==> config.mk <==
export PLATFORM = sky130hd
export DESIGN_NAME = multi_issue_result_collector_flat
export DESIGN_NICKNAME = d
export VERILOG_FILES = /design/src/rtl/multi_issue_result_collector_pkg.sv /design/src/rtl/multi_issue_result_collector_if.sv /design/src/rtl/multi_issue_result_collector_fifo.sv /design/src/rtl/multi_issue_result_collector.sv /design/src/flat_wrapper.sv
export SDC_FILE = /design/constraint.sdc
export NUM_CORES = 1
export LEC_CHECK = 0
export ABC_AREA = 1
export ABC_CLOCK_PERIOD_IN_PS = 3900
export CORE_MARGIN = 5
export CORE_UTILIZATION = 51
export CTS_BUF_LIST = sky130_fd_sc_hd__clkbuf_4 sky130_fd_sc_hd__clkbuf_8
export CTS_CLUSTER_DIAMETER = 120
export DETAILED_ROUTE_END_ITERATION = 12
export PLACE_DENSITY_LB_ADDON = 0.1
export RECOVER_POWER = 25
export SLEW_MARGIN = 15
export SYNTH_ARGS = -nofsm -noshare
export SYNTH_HDL_FRONTEND = slang
export SYNTH_SLANG_ARGS = --single-unit
==> constraint.sdc <==
create_clock -name clk_i -period 3.9 [get_ports clk_i]
set_clock_uncertainty 0.1 [all_clocks]
set_input_delay 1.17 -clock clk_i [delete_from_list [all_inputs] [get_ports clk_i]]
set_output_delay 1.17 -clock clk_i [all_outputs]
set_load 0.05 [all_outputs]
==> src/rtl/multi_issue_result_collector_pkg.sv <==
// Shared constants and helpers for the multi-issue result collector.
package multi_issue_pkg;

    localparam int DEFAULT_FIFO_DEPTH = 4;
    localparam int DEFAULT_SKID       = 2;

    // Width of a lane index; a single lane still gets one bit.
    function automatic int lane_idx_width(input int n);
        return (n > 1) ? $clog2(n) : 1;
    endfunction

endpackage

==> src/rtl/multi_issue_result_collector_if.sv <==
// Result-side and writeback-side signals of the collector.
interface multi_issue_result_collector_if
    import multi_issue_pkg::*;
#(
    parameter int  ISSUE_WIDTH = 4,
    parameter int  XLEN        = 32,
    parameter type hartid_t    = logic,
    parameter type id_t        = logic
) ();
    localparam int LANE_W = lane_idx_width(ISSUE_WIDTH);

    logic    [ISSUE_WIDTH-1:0]           result_valid_i;
    logic    [ISSUE_WIDTH-1:0][XLEN-1:0] result_i;
    logic    [ISSUE_WIDTH-1:0]           result_we_i;
    logic    [ISSUE_WIDTH-1:0][4:0]      result_rd_addr_i;
    hartid_t [ISSUE_WIDTH-1:0]           result_hartid_i;
    id_t     [ISSUE_WIDTH-1:0]           result_id_i;
    logic    [ISSUE_WIDTH-1:0]           result_overflow_i;
    logic    [ISSUE_WIDTH-1:0]           lane_ready_o;

    logic                                wb_valid_o;
    logic                                wb_ready_i;
    logic    [XLEN-1:0]                  wb_data_o;
    logic                                wb_we_o;
    logic    [4:0]                       wb_rd_addr_o;
    hartid_t                             wb_hartid_o;
    id_t                                 wb_id_o;
    logic                                wb_overflow_o;
    logic    [LANE_W-1:0]                wb_lane_o;

    logic    [ISSUE_WIDTH-1:0]           drop_o;
    logic                                err_o;
    logic                                idle_o;

    modport slave (
        input  result_valid_i, result_i, result_we_i, result_rd_addr_i,
               result_hartid_i, result_id_i, result_overflow_i, wb_ready_i,
        output lane_ready_o, wb_valid_o, wb_data_o, wb_we_o, wb_rd_addr_o,
               wb_hartid_o, wb_id_o, wb_overflow_o, wb_lane_o,
               drop_o, err_o, idle_o
    );

    modport master (
        output result_valid_i, result_i, result_we_i, result_rd_addr_i,
               result_hartid_i, result_id_i, result_overflow_i, wb_ready_i,
        input  lane_ready_o, wb_valid_o, wb_data_o, wb_we_o, wb_rd_addr_o,
               wb_hartid_o, wb_id_o, wb_overflow_o, wb_lane_o,
               drop_o, err_o, idle_o
    );

endinterface

==> src/rtl/multi_issue_result_collector_fifo.sv <==
// Per-lane result FIFO with combinational head read and a registered
// issue-ready flag derived from the post-edge occupancy.
module result_lane_fifo #(
    parameter int  DEPTH   = 4,
    parameter int  SKID    = 2,
    parameter type entry_t = logic
) (
    input  logic                       clk_i,
    input  logic                       rst_i,
    input  logic                       push_i,
    input  logic                       pop_i,
    input  entry_t                     wdata_i,
    output entry_t                     rdata_o,
    output logic                       full_o,
    output logic                       empty_o,
    output logic [$clog2(DEPTH+1)-1:0] count_o,
    output logic                       ready_o
);
    localparam int PW = $clog2(DEPTH);
    localparam int CW = $clog2(DEPTH + 1);

    entry_t          mem [DEPTH];
    logic [PW-1:0]   wr_ptr_reg, rd_ptr_reg;
    logic [CW-1:0]   count_reg, count_next;
    logic            ready_reg;
    logic            do_push, do_pop;

    assign full_o  = (count_reg == CW'(DEPTH));
    assign empty_o = (count_reg == '0);
    assign do_pop  = pop_i && !empty_o;
    // A full FIFO only takes a push when the head leaves in the same cycle.
    assign do_push = push_i && (!full_o || do_pop);

    always_comb begin
        count_next = count_reg;
        if (do_push && !do_pop)
            count_next = count_reg + CW'(1);
        else if (!do_push && do_pop)
            count_next = count_reg - CW'(1);
    end

    always_ff @(posedge clk_i or posedge rst_i) begin
        if (rst_i) begin
            wr_ptr_reg <= '0;
            rd_ptr_reg <= '0;
            count_reg  <= '0;
            ready_reg  <= 1'b1;
        end else begin
            if (do_push) wr_ptr_reg <= wr_ptr_reg + PW'(1);
            if (do_pop)  rd_ptr_reg <= rd_ptr_reg + PW'(1);
            count_reg <= count_next;
            ready_reg <= (DEPTH - int'(count_next)) >= SKID;
        end
    end

    always_ff @(posedge clk_i) begin
        if (do_push) mem[wr_ptr_reg] <= wdata_i;
    end

    assign rdata_o = mem[rd_ptr_reg];
    assign count_o = count_reg;
    assign ready_o = ready_reg;

endmodule

==> src/rtl/multi_issue_result_collector.sv <==
// Collects per-lane execution results into lane FIFOs and serialises them
// onto a single writeback port with round-robin arbitration.
module multi_issue_result_collector
    import multi_issue_pkg::*;
#(
    parameter int  ISSUE_WIDTH = 4,
    parameter int  XLEN        = 32,
    parameter int  FIFO_DEPTH  = DEFAULT_FIFO_DEPTH,
    parameter int  SKID        = DEFAULT_SKID,
    parameter type hartid_t    = logic,
    parameter type id_t        = logic
) (
    input  logic                          clk_i,
    input  logic                          rst_i,
    multi_issue_result_collector_if.slave bus
);
    localparam int LANE_W = lane_idx_width(ISSUE_WIDTH);
    localparam int CW     = $clog2(FIFO_DEPTH + 1);

    typedef struct packed {
        logic [XLEN-1:0] data;
        logic            we;
        logic [4:0]      rd_addr;
        hartid_t         hartid;
        id_t             id;
        logic            overflow;
    } entry_t;

    entry_t                   lane_wdata [ISSUE_WIDTH];
    entry_t                   lane_rdata [ISSUE_WIDTH];
    logic [CW-1:0]            lane_count [ISSUE_WIDTH];
    logic [ISSUE_WIDTH-1:0]   lane_full, lane_empty, lane_ready, lane_pop;
    logic [ISSUE_WIDTH-1:0]   drop_next, drop_reg;

    logic                     wb_valid_reg;
    entry_t                   wb_entry_reg;
    logic [LANE_W-1:0]        wb_lane_reg, last_grant_reg, grant_idx, cand_idx;
    logic                     grant_valid, load, err_reg, any_busy;

    for (genvar gi = 0; gi < ISSUE_WIDTH; gi++) begin : g_lane
        assign lane_wdata[gi] = '{
            data:     bus.result_i[gi],
            we:       bus.result_we_i[gi],
            rd_addr:  bus.result_rd_addr_i[gi],
            hartid:   bus.result_hartid_i[gi],
            id:       bus.result_id_i[gi],
            overflow: bus.result_overflow_i[gi]
        };
        assign drop_next[gi] = bus.result_valid_i[gi] && lane_full[gi] && !lane_pop[gi];

        result_lane_fifo #(
            .DEPTH   (FIFO_DEPTH),
            .SKID    (SKID),
            .entry_t (entry_t)
        ) u_fifo (
            .clk_i   (clk_i),
            .rst_i   (rst_i),
            .push_i  (bus.result_valid_i[gi]),
            .pop_i   (lane_pop[gi]),
            .wdata_i (lane_wdata[gi]),
            .rdata_o (lane_rdata[gi]),
            .full_o  (lane_full[gi]),
            .empty_o (lane_empty[gi]),
            .count_o (lane_count[gi]),
            .ready_o (lane_ready[gi])
        );
    end

    // Round-robin search begins one past the most recent grant.
    always_comb begin
        grant_valid = 1'b0;
        grant_idx   = last_grant_reg;
        cand_idx    = '0;
        for (int off = 1; off <= ISSUE_WIDTH; off++) begin
            cand_idx = LANE_W'((int'(last_grant_reg) + off) % ISSUE_WIDTH);
            if (!grant_valid && !lane_empty[cand_idx]) begin
                grant_valid = 1'b1;
                grant_idx   = cand_idx;
            end
        end
    end

    assign load = (!wb_valid_reg || bus.wb_ready_i) && grant_valid;

    always_comb begin
        lane_pop = '0;
        if (load) lane_pop[grant_idx] = 1'b1;
    end

    always_ff @(posedge clk_i or posedge rst_i) begin
        if (rst_i) begin
            wb_valid_reg   <= 1'b0;
            wb_entry_reg   <= '0;
            wb_lane_reg    <= '0;
            last_grant_reg <= LANE_W'(ISSUE_WIDTH - 1);
            drop_reg       <= '0;
            err_reg        <= 1'b0;
        end else begin
            if (load) begin
                wb_valid_reg   <= 1'b1;
                wb_entry_reg   <= lane_rdata[grant_idx];
                wb_lane_reg    <= grant_idx;
                last_grant_reg <= grant_idx;
            end else if (bus.wb_ready_i) begin
                wb_valid_reg <= 1'b0;
            end
            drop_reg <= drop_next;
            err_reg  <= err_reg || (|drop_next);
        end
    end

    always_comb begin
        any_busy = 1'b0;
        for (int i = 0; i < ISSUE_WIDTH; i++)
            any_busy = any_busy || (lane_count[i] != '0);
    end

    assign bus.lane_ready_o  = lane_ready;
    assign bus.wb_valid_o    = wb_valid_reg;
    assign bus.wb_data_o     = wb_entry_reg.data;
    assign bus.wb_we_o       = wb_entry_reg.we;
    assign bus.wb_rd_addr_o  = wb_entry_reg.rd_addr;
    assign bus.wb_hartid_o   = wb_entry_reg.hartid;
    assign bus.wb_id_o       = wb_entry_reg.id;
    assign bus.wb_overflow_o = wb_entry_reg.overflow;
    assign bus.wb_lane_o     = wb_lane_reg;
    assign bus.drop_o        = drop_reg;
    assign bus.err_o         = err_reg;
    assign bus.idle_o        = !any_busy && !wb_valid_reg;

endmodule

==> src/flat_wrapper.sv <==
// flat-port wrapper written by rule: the top's interface ports become plain ports
module multi_issue_result_collector_flat import multi_issue_pkg::*;
#(
    parameter int  ISSUE_WIDTH = 4,
    parameter int  XLEN        = 32,
    parameter int  FIFO_DEPTH  = DEFAULT_FIFO_DEPTH,
    parameter int  SKID        = DEFAULT_SKID,
    parameter type hartid_t    = logic,
    parameter type id_t        = logic
)
  (clk_i, rst_i, bus_result_valid_i, bus_result_i, bus_result_we_i, bus_result_rd_addr_i, bus_result_hartid_i, bus_result_id_i, bus_result_overflow_i, bus_wb_ready_i, bus_lane_ready_o, bus_wb_valid_o, bus_wb_data_o, bus_wb_we_o, bus_wb_rd_addr_o, bus_wb_hartid_o, bus_wb_id_o, bus_wb_overflow_o, bus_wb_lane_o, bus_drop_o, bus_err_o, bus_idle_o);
  multi_issue_result_collector_if #(.ISSUE_WIDTH(ISSUE_WIDTH), .XLEN(XLEN), .hartid_t(hartid_t), .id_t(id_t)) bus_i ();
  input  logic clk_i;
  input  logic rst_i;
  input wire logic [$bits(bus_i.result_valid_i)-1:0] bus_result_valid_i;
  input wire logic [$bits(bus_i.result_i)-1:0] bus_result_i;
  input wire logic [$bits(bus_i.result_we_i)-1:0] bus_result_we_i;
  input wire logic [$bits(bus_i.result_rd_addr_i)-1:0] bus_result_rd_addr_i;
  input wire logic [$bits(bus_i.result_hartid_i)-1:0] bus_result_hartid_i;
  input wire logic [$bits(bus_i.result_id_i)-1:0] bus_result_id_i;
  input wire logic [$bits(bus_i.result_overflow_i)-1:0] bus_result_overflow_i;
  input wire logic [$bits(bus_i.wb_ready_i)-1:0] bus_wb_ready_i;
  output wire logic [$bits(bus_i.lane_ready_o)-1:0] bus_lane_ready_o;
  output wire logic [$bits(bus_i.wb_valid_o)-1:0] bus_wb_valid_o;
  output wire logic [$bits(bus_i.wb_data_o)-1:0] bus_wb_data_o;
  output wire logic [$bits(bus_i.wb_we_o)-1:0] bus_wb_we_o;
  output wire logic [$bits(bus_i.wb_rd_addr_o)-1:0] bus_wb_rd_addr_o;
  output wire logic [$bits(bus_i.wb_hartid_o)-1:0] bus_wb_hartid_o;
  output wire logic [$bits(bus_i.wb_id_o)-1:0] bus_wb_id_o;
  output wire logic [$bits(bus_i.wb_overflow_o)-1:0] bus_wb_overflow_o;
  output wire logic [$bits(bus_i.wb_lane_o)-1:0] bus_wb_lane_o;
  output wire logic [$bits(bus_i.drop_o)-1:0] bus_drop_o;
  output wire logic [$bits(bus_i.err_o)-1:0] bus_err_o;
  output wire logic [$bits(bus_i.idle_o)-1:0] bus_idle_o;
  assign bus_i.result_valid_i = bus_result_valid_i;
  assign bus_i.result_i = bus_result_i;
  assign bus_i.result_we_i = bus_result_we_i;
  assign bus_i.result_rd_addr_i = bus_result_rd_addr_i;
  assign bus_i.result_hartid_i = bus_result_hartid_i;
  assign bus_i.result_id_i = bus_result_id_i;
  assign bus_i.result_overflow_i = bus_result_overflow_i;
  assign bus_i.wb_ready_i = bus_wb_ready_i;
  assign bus_lane_ready_o = bus_i.lane_ready_o;
  assign bus_wb_valid_o = bus_i.wb_valid_o;
  assign bus_wb_data_o = bus_i.wb_data_o;
  assign bus_wb_we_o = bus_i.wb_we_o;
  assign bus_wb_rd_addr_o = bus_i.wb_rd_addr_o;
  assign bus_wb_hartid_o = bus_i.wb_hartid_o;
  assign bus_wb_id_o = bus_i.wb_id_o;
  assign bus_wb_overflow_o = bus_i.wb_overflow_o;
  assign bus_wb_lane_o = bus_i.wb_lane_o;
  assign bus_drop_o = bus_i.drop_o;
  assign bus_err_o = bus_i.err_o;
  assign bus_idle_o = bus_i.idle_o;
  multi_issue_result_collector #(.ISSUE_WIDTH(ISSUE_WIDTH), .XLEN(XLEN), .FIFO_DEPTH(FIFO_DEPTH), .SKID(SKID), .hartid_t(hartid_t), .id_t(id_t)) u_core (.clk_i(clk_i), .rst_i(rst_i), .bus(bus_i));
endmodule
# After elaboration in Yosys (flattened, before gate mapping)

Memory sizes are Yosys's and may differ from the RTL's.
Cells that the tools add are included.

Add/subtract/negate cells: 24
Magnitude comparators: 11
Equality and inequality tests: 4
Muxes and demuxes: 40
Bitwise operators: 1
Reduce and logical (&&, ||, !) cells: 76

Operators by type and width:

| kind                | count |
|---|---|
| $bmux 41 s2         | 1 |
| $mux 41             | 2 |
| $logic_and 1x1->1   | 30 |
| $logic_not 1->1     | 27 |
| $mux 3              | 8 |
| $add 2x1->2 const B | 10 |
| $mux 1              | 19 |
| $ge 4x3->1 const B  | 4 |
| $sub 3x3->4 const A | 4 |
| $lt 2x3->1 const B  | 5 |
| $add 3x1->3 const B | 4 |
| $eq 3x3->1 const B  | 4 |
| $logic_not 3->1     | 4 |
| $reduce_bool 3->1   | 4 |
| $sub 3x1->3 const B | 4 |
| $logic_or 1x1->1    | 9 |
| $bmux 1 s2          | 4 |
| $mux 2              | 4 |
| $add 2x2->2 const B | 2 |
| $mux 4              | 1 |
| $reduce_or 4->1     | 1 |
| $ge 3x3->1 const B  | 1 |
| $not 2->3           | 1 |
| $demux 1 s2         | 1 |
| other kinds (2)     | 2 |

Bits in registers: 83
Bits in writable memories: 656
Bits of input ports: 171
Logic and storage cells: 187
Memories kept: 4

Memories:

| name                        | depth | bits a word | read ports | clocked after Yosys merged registers in | wr ports | RTL line                                | text |
|---|---|---|---|---|---|---|---|
| u_core.g_lane[0].u_fifo.mem | 4     | 41          | 1          | 0                                       | 1        | multi_issue_result_collector_fifo.sv:22 | `entry_t mem [DEPTH];` |
| u_core.g_lane[1].u_fifo.mem | 4     | 41          | 1          | 0                                       | 1        | multi_issue_result_collector_fifo.sv:22 |  |
| u_core.g_lane[2].u_fifo.mem | 4     | 41          | 1          | 0                                       | 1        | multi_issue_result_collector_fifo.sv:22 |  |
| u_core.g_lane[3].u_fifo.mem | 4     | 41          | 1          | 0                                       | 1        | multi_issue_result_collector_fifo.sv:22 |  |

# Longest topological paths before layout

Word-level depth: 26
Mapped depth: 18
Gate-level depth less buffers: 16

# Hierarchy

Synthesis repeated with hierarchy kept, for this count alone.

Cells, all modules: 2575
Area total of the unflattened synthesis: 30455.5 µm²

By module, submodules not included:

| module                                         | times used | cells each | area each (µm²) | seq. area each (µm²) |
|---|---|---|---|---|
| result_lane_fifo (u_core.g_lane[1].u_fifo ...) | 2          | 465        | 6596.3          | 5126.2 |
| result_lane_fifo (u_core.g_lane[0].u_fifo)     | 1          | 475        | 6651.4          | 5126.2 |
| result_lane_fifo (u_core.g_lane[3].u_fifo)     | 1          | 465        | 6578.8          | 5126.2 |
| multi_issue_result_collector                   | 1          | 705        | 4032.6          | 1278.7 |

# Least setup slack after synthesis

Ideal clock, no wire load.

Path type: in2reg
From: input port bus_wb_ready_i
To: memory u_core.g_lane[0].u_fifo.mem[0][0] (netlist bit) (enable)
Library setup time: 0.439 ns
Arrival time: 3.675 ns
Data required time: 3.361 ns
Slack: -0.314 ns
Cell stages on the path: 8
Buffers on the path: 0
Cells stage by stage: inv_1 > nand2_1 > nand2_1 > inv_1 > nand2_2 > nor2_4 > o21ai_4 > nor2_1

Word-level cells in the longest chain between the ends: 8

Ends and longest elaborated chain:

| what                         | RTL line                                | text |
|---|---|---|
| from (decl)                  | flat_wrapper.sv:22                      | `input wire logic [$bits(bus_i.wb_ready_i)-1:0] bus_wb_ready_i;` |
| $logic_or 1x1->1             | multi_issue_result_collector.sv:83      | `assign load = (!wb_valid_reg \|\| bus.wb_ready_i) && grant_valid;` |
| $logic_and 1x1->1            | multi_issue_result_collector.sv:83      |  |
| $mux 4                       | multi_issue_result_collector.sv:87      | `if (load) lane_pop[grant_idx] = 1'b1;` |
| $logic_and 1x1->1            | multi_issue_result_collector_fifo.sv:30 | `assign do_pop = pop_i && !empty_o;` |
| $logic_or 1x1->1             | multi_issue_result_collector_fifo.sv:32 | `assign do_push = push_i && (!full_o \|\| do_pop);` |
| $logic_and 1x1->1            | multi_issue_result_collector_fifo.sv:32 |  |
| $mux 1                       | multi_issue_result_collector_fifo.sv:57 | `if (do_push) mem[wr_ptr_reg] <= wdata_i;` |
| $mux 1 (not written as such) | multi_issue_result_collector_fifo.sv:57 |  |
| to (decl)                    | multi_issue_result_collector_fifo.sv:22 |  |

No other way between the ends.

# Worst setup path in the final report

From: register u_core.g_lane[1].u_fifo.count_reg[0]
To: output port bus_idle_o

Word-level cells in the longest chain between the ends: 6

Ends and longest elaborated chain:

| what                          | RTL line                                | text |
|---|---|---|
| from (decl)                   | multi_issue_result_collector_fifo.sv:24 | `logic [CW-1:0] count_reg, count_next;` |
| from (signal assigned)        | multi_issue_result_collector_fifo.sv:51 | `count_reg <= count_next;` |
| $reduce_bool 3->1             | multi_issue_result_collector.sv:115     | `any_busy = any_busy \|\| (lane_count[i] != '0);` |
| $logic_or 1x1->1 (3 in a row) | multi_issue_result_collector.sv:115     |  |
| $logic_not 1->1               | multi_issue_result_collector.sv:129     | `assign bus.idle_o = !any_busy && !wb_valid_reg;` |
| $logic_and 1x1->1             | multi_issue_result_collector.sv:129     |  |
| to (decl)                     | flat_wrapper.sv:34                      | `output wire logic [$bits(bus_i.idle_o)-1:0] bus_idle_o;` |

No other way between the ends.

==> summary.md <==
| Metric | Value |
|---|---|
| Crit end category | output pin |
| GP Congestion | 0.872 |
| Largest family of logic cells by synthesized area | compound AO/OA/AOI/OAI gates |
| Initial DRC count | 1849 |
| Worst Setup Path Type | flop to output pin |
| Synth Area in Adders | 0.0119 |
| Routed wire length | 77.0 mm |
| Setup Viol. Count Final | 0 |
| Sequential cell area | 21800 µm² |
| DR vias/cell | 5.72 |
| DRC violations left | 0 |
| Minimum clock period | 3.56 ns |
| Critical Path AT | 2.29 ns |
| First-pass GRT wire length | 114 mm |
| Synth Area in Simple Gates | 0.0937 |
| Post-route setup TNS | 0 ns |
| Max-Cap Viols | 0 |
| Drt pass-1 iters | 7 |
| Initial core utilization | 0.512 |
| Peak fanout along the critical path | 4 |
| Total GRT Usage | 0.241 |
| Outcome | complete, no violations |
| Core Rows | 88 |
| # H-tree levels | 3 |
| Post-synth top area cell | edfxtp_1 |
| Top-count cell post-synth | edfxtp_1 |
| Final Power | 31.3 mW |
| Detailed placer's ending HPWL | 49.3 mm |
| Peak VDD IR | 0.660 mV |
| FILL cells | 4387 |
| Post-synth top area share | 0.671 |
| Area grow syn2layout | 19.9% |
| Vias in the first global route | 18500 |
| Largest Register | u_core.g_lane.u_fifo.mem |
| Final net count | 2666 |
| Post-Synth XOR/XNOR Area | 0.00507 |
| CP required | 2.63 ns |
| Cell Pwr Density | 889 nW/µm² |
| Ys flop type | edfxtp_1 |
| Num CTS Buffers | 117 |
| DR vias | 19100 |
| Clk slew on worst S/H paths | 0.07 ns |
| Hold crit path type | flop to flop |
| Syn avg cell area | 13.3 µm² |
| Share of layout cells above drive strength 1 | 0.133 |
| Synthesized instance count | 2210 |
| Unrepaired setup endpoints after global routing | false |
| CTS Buffer Depth | 3 |
| Boundary Pins | 225 |
| Achievable Freq | 0.281 GHz |
| Core Footprint | 57400 µm² |
| Die area | 62500 µm² |
| Max_slew headroom | 0.232 |
| Mux contribution to synthesized area | 0 |
| Mapped cell area | 29400 µm² |
| Least-Margin Pin Slew | 1.15 ns |
| Remaining global-route overflow | 0 |
| Seq/Total Area, Yosys | 0.742 |
| Worst-skew pair later-pin latency | 0.71 ns |
| Asr flop ratio synth | 0.112 |
| Hold_buf cts | 0 |
| Die H | 250 µm |
| Die X | 250 µm |
| Startpoint types | flop |
| Clock sink count | 739 |
| Static Leak | 12.1 nW |
| Synthesis-stage register bit count | 739 |
| Final instance area | 35200 µm² |
| Number of synthesis warnings | 0 |
| Number of synthesized flops with an enable pin | 656 |
| PortBufs | 224 |
| Clock root buffer | clkbuf_8 |
| Synth top cells by count | 656 x edfxtp_1, 410 x nor2_1, 328 x o21ai_0, 111 x clkbuf_1, 98 x nand2_1 |
| Slew Limit Fails | 0 |
| Per-cell routed wire length | 23.1 µm |
| Largest net degree at the start of global routing | 84 |
| Mapped Nets | 2409 |
| Fin crit share | 0.912 |
| Compound-gate portion of the synthesized area | 0.118 |
| CTS tree | built |
| Yosys cell types | 38 |
| Post-DP Area | 32800 µm² |
| Area of the multi-input gates | 6840 µm² |
| Antenna viol nets, final | 0 |
| Max FFs per register | 656 |
| Initial antenna violation count | 3 |
| Final hold violations | 0 |
| Main area contributors after synthesis | edfxtp_1 67%, dfrtp_1 6.6%, o21ai_0 5.6% |
==> timing repair <==
item                                    CTS  global route
gates cloned                              0             0
resized for setup                         1             2
endpoints found under the setup margin    1             1
setup buffers                             0             0
==> layout make-up <==
class	count	area share
repair buffers	279	0.0828
clock buffers	178	0.0627
well taps	765	0.0272
diodes	3	0.000213
inverters	63	0.00693
multi-input cells	1267	0.195
flip-flops and latches	739	0.619
clock inverters	44	0.00640
==> logic make-up after synthesis <==
group                    Yosys count
AO/OA/AOI/OAI                    592
XOR/XNOR                          17
adder cells (fa/ha/maj)           28
buffers and inverters            204
flip-flops                       739
AND/OR/NAND/NOR                  630
==> cells in the final DEF (no fill, tap or decap), types with 34 or more instances in the layout <==
master | Yosys | final
a21oi_1 | 51 | 51
a31oi_1 | 41 | 41
buf_4 | 8 | 34
clkbuf_4 | 0 | 39
clkbuf_8 | 0 | 139
clkdlybuf4s50_1 | 0 | 123
dfrtp_1 | 77 | 73
dlygate4sd3_1 | 0 | 100
edfxtp_1 | 656 | 656
inv_1 | 53 | 47
nand2_1 | 98 | 96
nand3_1 | 70 | 70
nor2_1 | 410 | 394
o21ai_0 | 328 | 328
o221ai_1 | 82 | 82
o22ai_1 | 82 | 82
==> metal layers <==
layer,global-route usage,vias up,routed length [µm]
met4,0.0746,2,2330
li1,-,8743,-
met3,0.0479,125,5110
met5,0,-,12
met1,0.339,9495,32200
met2,0.384,723,37300
==> through the flow <==
step	hold WS (ns)	utilization	setup slack (ns)	instances
2_1_floorplan	0.422	-	-0.314	2210
3_3_place_gp	0.360	0.571	0.365	3113
3_5_place_dp	0.378	0.571	0.356	3113
4_1_cts	0.393	0.613	0.0325	3335
5_1_grt	0.416	0.613	0.170	3336
6_report	0.388	0.613	0.345	3338
==> worst max-delay path, cell delays in order, from the launching register on <==
cell	delay, ns
dfrtp_1	0.39
inv_1	0.11
ha_1	0.26
nand4_1	0.16
nor2_1	0.12
nand3_1	0.13
nor2_1	0.12
clkbuf_2	0.29
==> path summary, 6_finish.rpt <==
kind	cells after the start	to	from	slack (ns)
worst max-delay path	7	bus_idle_o	u_core.g_lane[1].u_fifo.count_o[0]$_DFF_PP0_	0.34
worst min register to register	2	u_core.bus.err_o$_DFF_PP0_	u_core.bus.err_o$_DFF_PP0_	0.39
worst max register to register	12	u_core.bus.wb_data_o[1]$_DFFE_PP0P_	u_core.g_lane[3].u_fifo.count_o[0]$_DFF_PP0_	0.64
worst min-delay path	2	u_core.bus.err_o$_DFF_PP0_	u_core.bus.err_o$_DFF_PP0_	0.39
min in group asynchronous	2	u_core.bus.drop_o[3]$_DFF_PP0_	rst_i	0.82
max in group asynchronous	3	u_core.bus.wb_data_o[10]$_DFFE_PP0P_	rst_i	2.22
==> power by group <==
part | internal [mW] | switching (mW)
combinational | 3.68 | 9.63
clock | 3.66 | 2.96
sequential | 10.7 | 0.641
total | 18.0 | 13.2
Note: power is estimated with default switching activity, not from simulation.
